## config.mk

```make
export PLATFORM = sky130hd
export DESIGN_NAME = ksa_shuffle_fsm
export DESIGN_NICKNAME = d
export VERILOG_FILES = /design/src/rtl/rc4_pkg.sv /design/src/rtl/rc4_key_byte_select.sv /design/src/rtl/ksa_shuffle_fsm.sv
export SDC_FILE = /design/constraint.sdc
export NUM_CORES = 1
export LEC_CHECK = 0
export ABC_CLOCK_PERIOD_IN_PS = 2650
export BUFFER_PORTS_ARGS = -buffer_cell sky130_fd_sc_hd__buf_2
export CAP_MARGIN = 25
export CORE_ASPECT_RATIO = 1.4
export CORE_MARGIN = 2
export CORE_UTILIZATION = 50
export CTS_BUF_LIST = sky130_fd_sc_hd__clkbuf_16
export DETAILED_ROUTE_END_ITERATION = 16
export MAX_ROUTING_LAYER = met4
export PLACE_DENSITY = 0.83
export SETUP_SLACK_MARGIN = 0.05
export SLEW_MARGIN = 30
export SYNTH_ARGS = -nofsm -noshare
export SYNTH_HDL_FRONTEND = slang
export SYNTH_HIERARCHICAL = 1
export SYNTH_SLANG_ARGS = --single-unit
```

## constraint.sdc

```tcl
create_clock -name clk -period 2.65 [get_ports clk]
set_input_delay 0.265 -clock clk [delete_from_list [all_inputs] [get_ports clk]]
set_output_delay 0.265 -clock clk [all_outputs]
set_load 0.05 [all_outputs]
```

## src/rtl/rc4_pkg.sv

```systemverilog
// RC4 shared definitions: memory geometry, default key length and the
// KSA state encoding used by the shuffle FSM.
package rc4_pkg;

    localparam int RC4_N                  = 256;
    localparam int RC4_ADDR_W             = 8;
    localparam int RC4_DEFAULT_KEY_LENGTH = 3;

    localparam int ST_WREN_BIT = 13;
    localparam int ST_DONE_BIT = 12;

    // {wren, done, one-hot[11:0]}: output strobes come straight off the flops
    typedef enum logic [13:0] {
        IDLE = 14'b00_000000000001,
        RD_I = 14'b00_000000000010,
        WT_I = 14'b00_000000000100,
        LD_I = 14'b00_000000001000,
        RD_J = 14'b00_000000010000,
        WT_J = 14'b00_000000100000,
        LD_J = 14'b00_000001000000,
        WR_I = 14'b10_000010000000,
        WR_J = 14'b10_000100000000,
        WT_W = 14'b00_001000000000,
        NEXT = 14'b00_010000000000,
        DONE = 14'b01_100000000000
    } state_e;

    function automatic int key_idx_w(input int key_length);
        return (key_length > 1) ? $clog2(key_length) : 1;
    endfunction

endpackage

```

## src/rtl/rc4_key_byte_select.sv

```systemverilog
// Returns key byte k of secret_key; byte 0 is the most significant byte.
module rc4_key_byte_select
    import rc4_pkg::*;
#(
    parameter int KEY_LENGTH = RC4_DEFAULT_KEY_LENGTH,
    parameter int KW         = key_idx_w(KEY_LENGTH)
) (
    input  logic [8*KEY_LENGTH-1:0] secret_key,
    input  logic [KW-1:0]           k,
    output logic [7:0]              key_byte
);

    always_comb begin
        key_byte = '0;
        for (int n = 0; n < KEY_LENGTH; n++) begin
            if (k == KW'(n)) begin
                key_byte = secret_key[8*(KEY_LENGTH-n)-1 -: 8];
            end
        end
    end

endmodule

```

## src/rtl/ksa_shuffle_fsm.sv

```systemverilog
// RC4 key-scheduling swap pass over the 256-byte S memory.
// Optional: define KSA_SKIP_SELF_SWAP_EN to skip iterations where j==i.
module ksa_shuffle_fsm
    import rc4_pkg::*;
#(
    parameter int KEY_LENGTH = RC4_DEFAULT_KEY_LENGTH
) (
    input  logic                    clk,
    input  logic                    reset,
    input  logic                    start,
    input  logic [8*KEY_LENGTH-1:0] secret_key,
    input  logic [7:0]              q,
    output logic [7:0]              address,
    output logic [7:0]              data,
    output logic                    wren,
    output logic                    done
);

    localparam int KW = key_idx_w(KEY_LENGTH);
    localparam logic [KW-1:0] K_LAST = KW'(KEY_LENGTH - 1);

    state_e        state;
    state_e        state_nx;
    logic [7:0]    i;
    logic [7:0]    j;
    logic [7:0]    si;
    logic [7:0]    sj;
    logic [KW-1:0] k;
    logic [7:0]    key_byte;
    logic [7:0]    j_sum;

    rc4_key_byte_select #(
        .KEY_LENGTH (KEY_LENGTH),
        .KW         (KW)
    ) u_key_sel (
        .secret_key (secret_key),
        .k          (k),
        .key_byte   (key_byte)
    );

    assign j_sum = j + q + key_byte;

    always_comb begin
        state_nx = state;
        unique case (state)
            IDLE:    state_nx = start ? RD_I : IDLE;
            RD_I:    state_nx = WT_I;
            WT_I:    state_nx = LD_I;
`ifdef KSA_SKIP_SELF_SWAP_EN
            LD_I:    state_nx = (j_sum == i) ? NEXT : RD_J;
`else
            LD_I:    state_nx = RD_J;
`endif
            RD_J:    state_nx = WT_J;
            WT_J:    state_nx = LD_J;
            LD_J:    state_nx = WR_I;
            WR_I:    state_nx = WR_J;
            WR_J:    state_nx = WT_W;
            // settle cycle keeps a full iteration at ten cycles
            WT_W:    state_nx = NEXT;
            NEXT:    state_nx = (i == 8'hFF) ? DONE : RD_I;
            DONE:    state_nx = DONE;
            default: state_nx = IDLE;
        endcase
    end

    always_ff @(posedge clk or posedge reset) begin
        if (reset) begin
            state <= IDLE;
            i     <= '0;
            j     <= '0;
            k     <= '0;
            si    <= '0;
            sj    <= '0;
        end else begin
            state <= state_nx;
            if (state == LD_I) begin
                si <= q;
                j  <= j_sum;
            end
            if (state == LD_J) begin
                sj <= q;
            end
            if (state == NEXT && i != 8'hFF) begin
                i <= i + 8'd1;
                k <= (k == K_LAST) ? '0 : k + 1'b1;
            end
        end
    end

    assign wren = state[ST_WREN_BIT];
    assign done = state[ST_DONE_BIT];

    always_comb begin
        address = '0;
        data    = '0;
        unique case (state)
            RD_I, WT_I, LD_I:       address = i;
            RD_J, WT_J, LD_J, WT_W: address = j;
            WR_I: begin
                address = i;
                data    = sj;
            end
            WR_J: begin
                address = j;
                data    = si;
            end
            default: ;
        endcase
    end

endmodule

```

# == Word-level counts from Yosys, hierarchy flattened ==
# Cells that the tools add are included.
# word_totals
register_bits,48
out_inout_bits,18
word_cells,39
input_bits,35
# op_classes
n_addsub,4
reduce_logical,4
n_eq_ne,16
n_mux,9
# op_table
operator,n
$pmux 14 s12,1
$pmux 8 s2,2
$eq 14x14->1 const B,2
$mux 8,3
$add 8x8->8,2
$eq 14x1->1 const B,1
$eq 14x10->1 const B,1
$eq 14x11->1 const B,1
$eq 14x13->1 const B,1
$eq 14x2->1 const B,1
$eq 14x3->1 const B,1
$eq 14x4->1 const B,1
$eq 14x5->1 const B,1
$eq 14x6->1 const B,1
$eq 14x7->1 const B,1
$mux 13,1
$add 8x1->8 const B,1
$eq 8x8->1 const B,1
$ne 8x8->1 const B,1
$reduce_or 5->1,1
$mux 2,2
$reduce_or 4->1,1
$add 2x1->2 const B,1
$eq 2x1->1 const B,1
3 further kinds,3

# == Longest topological paths before layout ==
# Gate-level depths: netlist (run 1).
# logic_depth
ltp_word,5
mapped_depth,15
ltp_nobuf,13

# == Modules after synthesis ==
# Netlist (run 1), hierarchy kept.
# modules_own_cells
mod,area_each_um2,instances,cells_each
ksa_shuffle_fsm,2625.0,1,229
rc4_key_byte_select,197.7,1,20

# == Worst setup path after synthesis (run 1) ==
# OpenSTA, ideal clock, no wires.
# synth_timing
kind,register to register
from,register k[1]
to,register j[7]
setup_ns,0.080
period_less_slack_ns,2.703
stages_incl_launch_ff,14
arrival_ns,2.623
required_time_ns,2.570
path_buffers,2
slack_ns,-0.053
path_cell_list,dfrtp_1 > buf_6 > nor2b_4 > buf_6 > o2bb2ai_1 > fa_1 > ha_1 > inv_1 > fa_1 > nor2b_1 > o31a_1 > o22ai_1 > mux2i_1 > xnor2_1
# synth_between
elab_chain_cells,5
elab_cells_between_ends,7
# synth_rtl
element,line,source
from (decl),ksa_shuffle_fsm.sv:28,logic [KW-1:0] k;
from (signal assigned),ksa_shuffle_fsm.sv:86,k <= (k == K_LAST) ? '0 : k + 1'b1;
$logic_not 2->1,rc4_key_byte_select.sv:16,if (k == KW'(n)) begin
$mux 8 (2 in a row),rc4_key_byte_select.sv:16,
$mux 8 *,rc4_key_byte_select.sv:16,
named net key_byte[1],ksa_shuffle_fsm.sv:29,logic [7:0] key_byte;
$add 8x8->8 *,ksa_shuffle_fsm.sv:41,assign j_sum = j + q + key_byte;
to (signal assigned),ksa_shuffle_fsm.sv:79,j <= j_sum;
to (decl),ksa_shuffle_fsm.sv:25,logic [7:0] j;
# The timed path passes the listed nets; every way through them passes the cells marked *.
# A chain may end at the register's enable or synchronous reset.

# == Final worst setup path (run 1) ==
# layout_timing
from,register k[0]
to,register j[7]
# The elaborated chain is that of the path after synthesis.

==> run summary, run 1 <==
H-tree depth - 2
Yosys Warn Count - 6
via count of the first global-routing pass - 2246
Unique masters post-synth - 51
worst-case clock skew - 7.86 ps
drt drc - 0
Max stage delay cell, worst path - fa_1
worst-case clock buffer depth - 2
worst-path fanout max - 7
Synth Area per Inst - 11.3 um^2
FF-to-FF End - j[7]
Root Buffer - clkbuf_16
area of the mapped netlist - 0.00282 mm^2
RSZ-0062 raised after global routing - true
Power Total - 2850 uW
clock latency on the worst-skew pair - 280 ps
worst vdd ir - 0.511 mV
final hold viol count - 0
Final min period - 2740 ps
CTS tree - yes
Die ar. - 0.00627 mm^2
CP endpoint kind - flop
Die Span X - 67.5 um
CP Launch Type - flop
Finished Cell Area - 0.00351 mm^2
CP bufs+invs - 1
Pre-antenna DRT Iters - 4
NumNets Final - 366
R2R setup slack - -90 ps
worst hold slack - 95.7 ps
Main synth FF type - dfrtp_1
via count - 2262
Slew Viols, Final - 0
DRT antenna net count - 0
diode count - 0
Die Ht - 92.9 um
worst r2r src - k[0]
cts bufs inserted - 5
Seq/Total Area, Yosys - 0.417
setup_tns - -150 ps
P per Cell Area - 812 mW/mm^2
Worst slew margin - 0.474
DP Area - 0.00320 mm^2
final setup fails - 2
max-cap viol count - 0
net count after synthesis - 299
initial antenna violation count - 0
Final period util - 1.04
pin count of the biggest net entering global routing - 48
Critical Path RT - 2860 ps
failing checks - setup timing
Core Region - 0.00549 mm^2
# rows - 32
Worst Path Arrival - 2950 ps
Worst-path clk slew - 60 ps
worst r2r path cells - 11
Gate Count Post-Synth - 249
initial DRC count - 110
wire length per cell - 16.5 um
routed wire length - 6360 um
Max Freq - 0.364 GHz
routability cong. - 0.922
PortBufs - 52
first-pass GRT wire length - 10500 um
status - complete, but fails checks
Hold Crit Class - input pin to async pin
CP startpoint - k[0]
CP Class - flop to flop
GR Overflow Total - 0
cell family with the largest share of critical-path delay - adder cells
Vias per Instance - 5.88
Final HPWL DP - 4550 um
final setup margin - -95.0 ps
# fillers - 403
Lkg Pwr - 0.00169 uW
Initial Utilization - 0.515
CP Cell Sequence - mux2i_2 > o2bb2ai_2 > fa_1 > ha_2 > inv_2 > fa_2 > nor2b_2 > o31a_1 > o22ai_2 > mux2i_1 > xnor2_1
Largest stage delay, worst path - 500 ps
P&R area growth vs syn - 24.2%
dpl cells - 372
Num Clock Sinks - 47
gr usage total - 0.228
FF+latch count, synth - 47
number of enable flip-flop cells after synthesis - 0
Slew @ Worst Pin - 787 ps
final cell count without fillers - 385
Async SR Flop Fraction - 1.00
share of layout cells above drive strength 1 - 0.379
IO Pins - 53
## stage by stage
stage	util	worst slack (ps)
2_1_floorplan	-	-4.65
3_3_place_gp	0.583	-3.79
3_5_place_dp	0.583	-147
4_1_cts	0.626	-30.0
5_1_grt	0.639	-205
6_report	0.639	-95.0
## kinds of logic after synthesis
logic type,count (synthesis),share of synthesized area
adder cells (fa/ha/maj),15,0.0878
buffers and inverters,22,0.0408
AO/OA/AOI/OAI,56,0.147
multiplexers,26,0.110
AND/OR/NAND/NOR,68,0.150
flip-flops,47,0.417
XOR/XNOR,15,0.0465
## worst max-delay path by stage
| stage | slack (ps) | endpoint | cells after the start |
|---|---|---|---|
| finish | -90 | j[7] | 11 |
| global route | -200 | j[7] | 11 |
| CTS | -30 | j[7] | 11 |
| detailed placement | -150 | j[7] | 11 |
| global placement | -4 | j[7] | 11 |
| floorplan | -5 | j[7] | 13 |
## cells in the mapped netlist (2+ instances only)
master | number | area share
a211oi_1 | 2 | 0.0053
a21o_1 | 3 | 0.0080
a21oi_1 | 2 | 0.0035
a22o_1 | 17 | 0.053
and3_1 | 2 | 0.0044
and4_1 | 3 | 0.0093
buf_2 | 2 | 0.0035
buf_6 | 4 | 0.016
clkbuf_1 | 4 | 0.0053
dfrtp_1 | 46 | 0.41
fa_1 | 8 | 0.057
ha_1 | 7 | 0.031
inv_1 | 12 | 0.016
mux2_2 | 9 | 0.036
mux2_4 | 8 | 0.043
mux2i_1 | 9 | 0.032
nand2_1 | 13 | 0.017
nand2b_1 | 2 | 0.0044
nand3_1 | 5 | 0.0089
nand3_2 | 2 | 0.0071
nand4_1 | 3 | 0.0066
nor2_1 | 9 | 0.012
nor2b_1 | 4 | 0.0089
nor3_1 | 7 | 0.012
nor3b_1 | 2 | 0.0053
nor4_1 | 2 | 0.0044
nor4b_1 | 3 | 0.0093
o21a_1 | 2 | 0.0053
o21ai_0 | 14 | 0.025
o22ai_1 | 2 | 0.0044
o2bb2ai_1 | 8 | 0.025
xnor2_1 | 6 | 0.019
xor2_1 | 9 | 0.028
## registers in the layout, summed over array words and instances, names as in the netlist
signal	flops
state	13
sj	8
si	8
i	8
k	2
j	8
## cell type report
class	count	area, um^2	share of cell area
clock buffer	5	125	0.0357
tap	68	85.1	0.0243
sequential	47	1180	0.337
multi-input combinational	181	1590	0.455
timing repair buffer	69	430	0.123
inverter	12	46.3	0.0132
clock inverter	3	43.8	0.0125
## worst register-to-register path: stages, from the launching register on
cell and delay (ps):
dfrtp_2 480, mux2i_2 250, o2bb2ai_2 80, fa_1 500, ha_2 190, inv_2 40
fa_2 340, nor2b_2 150, o31a_1 220, o22ai_2 100, mux2i_1 190, xnor2_1 130
## placed cells by master, fill, tap and decap left out, drive strengths merged, types with 4 or more instances in the layout
cell / netlist / routed
a22o: 17 / 17
ha: 7 / 7
inv: 12 / 11
buf: 6 / 68
nor2: 10 / 10
xor2: 9 / 9
dfrtp: 46 / 46
fa: 8 / 8
nor2b: 5 / 5
nand2: 13 / 13
nand3: 7 / 7
xnor2: 6 / 6
mux2: 17 / 17
clkbuf: 4 / 6
a21oi: 3 / 4
o2bb2ai: 8 / 8
mux2i: 9 / 9
nor3: 7 / 7
o21ai: 14 / 14
## where the power goes
group | internal, uW | leakage, uW | total, uW | switching, uW
Sequential | 875 | 0.000583 | 1040 | 164
Combinational | 566 | 0.00102 | 1100 | 530
Clock | 445 | 0.0000838 | 711 | 266
Total | 1890 | 0.00169 | 2850 | 960
## routing by layer
layer  wire, um  GRT usage  up-vias  share of wire
met1       2510      0.266     1111           0.39
met3        292     0.0316       17          0.046
li1           -          -     1049              -
met2       3340      0.376       85           0.52
met5          0          -        -              0
met4        225      0.116        0          0.035
## what timing repair did
item,in CTS,in global routing
cloned,1,0
resized for setup,13,20
buffers inserted,2,2
endpoints found under the setup margin,11,20
pin swaps,9,6
hold buffers,0,0
(Power assumes the default switching activity.)
==> inputs of run 2 (changes only) <==
--- a/config.mk
+++ b/config.mk
@@ -15,6 +15,7 @@
 export DETAILED_ROUTE_END_ITERATION = 16
 export MAX_ROUTING_LAYER = met4
 export PLACE_DENSITY = 0.83
+export REMOVE_ABC_BUFFERS = 1
 export SETUP_SLACK_MARGIN = 0.05
 export SLEW_MARGIN = 30
 export SYNTH_ARGS = -nofsm -noshare
==> run summary, run 2 (synthesized netlist as in run 1, its figures left out) <==
number of flip-flops in the largest register - 13
Hold Crit Class - input pin to async pin
Max stage delay cell, worst path - fa_1
Slew Viols, Final - 0
GR Overflow Total - 0
# fillers - 392
worst r2r src - k[0]
Worst slew margin - 0.601
final hold viol count - 0
pin count of the biggest net entering global routing - 48
Lkg Pwr - 0.00172 uW
Die Ht - 92.9 um
worst-path fanout max - 6
dpl cells - 374
Pre-antenna DRT Iters - 4
status - complete, but fails checks
drt drc - 0
area of the multi-input gates - 0.00160 mm^2
routed wire length - 6940 um
CP endpoint kind - flop
Core Region - 0.00549 mm^2
FF-to-FF End - j[7]
R2R setup slack - -40 ps
first-pass GRT wire length - 11300 um
P per Cell Area - 833 mW/mm^2
Final min period - 2690 ps
via count of the first global-routing pass - 2445
Die ar. - 0.00627 mm^2
Post-CTS Hold Buffers - 0
failing checks - setup timing
H-tree depth - 2
Root Buffer - clkbuf_16
CP Launch Type - flop
IO Pins - 53
CTS tree - yes
DRT antenna net count - 0
Vias per Instance - 5.83
worst r2r path cells - 11
Final period util - 1.01
final cell count without fillers - 389
Power Total - 2960 uW
share of layout cells above drive strength 1 - 0.389
initial antenna violation count - 0
P&R area growth vs syn - 26.0%
initial DRC count - 245
worst-case clock skew - 4.53 ps
RSZ-0062 raised after global routing - true
Slew @ Worst Pin - 599 ps
Reg area - 0.00118 mm^2
routability cong. - 0.856
Worst-path clk slew - 60 ps
via count - 2269
wire length per cell - 17.8 um
Num Clock Sinks - 47
Worst Path Arrival - 2890 ps
CP startpoint - k[0]
cts bufs inserted - 5
Die Span X - 67.5 um
clock latency on the worst-skew pair - 280 ps
Max Freq - 0.372 GHz
Final HPWL DP - 4720 um
Critical Path RT - 2850 ps
Largest Register - state
max-cap viol count - 0
cell mode on critical path - mux2i_1
# rows - 32
worst-case clock buffer depth - 2
Largest stage delay, worst path - 490 ps
CP Class - flop to flop
gr usage total - 0.246
worst vdd ir - 0.689 mV
final setup fails - 1
PortBufs - 52
final setup margin - -35.1 ps
most frequent cells in the layout - buf_2, dfrtp_1, buf_4
diode count - 0
CP Cell Sequence - mux2i_1 > o2bb2ai_1 > fa_1 > ha_2 > inv_2 > fa_2 > nor2b_4 > o31a_1 > o22ai_2 > mux2i_1 > xnor2_1
commonest non-fill, non-tap cell in the layout - buf_2
Initial Utilization - 0.515
NumNets Final - 370
==> run 2: worst max-delay path by stage <==
stage | endpoint | slack, ps | depth (start not counted)
6_report | j[7] | -40 | 11
5_1_grt | j[7] | -190 | 11
4_1_cts | j[7] | -30 | 11
3_5_place_dp | j[7] | -180 | 11
3_3_place_gp | j[7] | -40 | 11
2_1_floorplan | j[7] | -120 | 11
==> run 2: layout make-up <==
class / instances / area share
Tap cell: 68 / 0.0239
Clock buffer: 5 / 0.0352
Sequential cell: 47 / 0.333
Clock inverter: 3 / 0.0179
Timing Repair Buffer: 73 / 0.127
Inverter: 12 / 0.0127
Multi-Input combinational cell: 181 / 0.451
==> run 2: critical path: cells and delay by family, from the launching register on <==
kind / cells / cell delay [ps]
AOI/OAI and AO/OA: 3 / 350
xor gates and xnor gates: 1 / 150
adders and majority gates: 3 / 1030
buffers and inverters: 1 / 40
DFF: 1 / 470
muxes: 2 / 430
and+or+nand+nor: 1 / 130
==> run 2: per-layer routing <==
metal  up-vias  routed length, um  global-route usage
li1       1050                  -                   -
met1      1115               2660               0.276
met2        77               3750               0.408
met3        27                224              0.0352
met4         0                308               0.141
met5         -                  0                   -
==> run 2: timing repair <==
item | 4_1_cts | 5_1_grt
hold endpoints to repair | 0 | 0
gates resized for setup | 14 | 20
pin swaps | 9 | 10
cloned | 1 | 0
setup buffers | 4 | 2
setup endpoints to repair | 11 | 19
==> run 2: power breakdown <==
group	switching (uW)	internal, uW
logic	552	570
registers	168	875
clock network	261	537
total	980	1980
==> run 2: per-stage QoR <==
stage | hold WS, ps | area, um^2 | worst slack [ps] | utilization | setup TNS, ps
global route | 143 | 3560 | -189 | 0.648 | -407
finish | 136 | 3560 | -35.1 | 0.648 | -35.1
floorplan | 322 | 2750 | -124 | - | -129
detailed placement | 443 | 3210 | -178 | 0.585 | -218
CTS | 144 | 3480 | -28.4 | 0.635 | -28.4
global placement | 436 | 3210 | -39.8 | 0.585 | -39.8
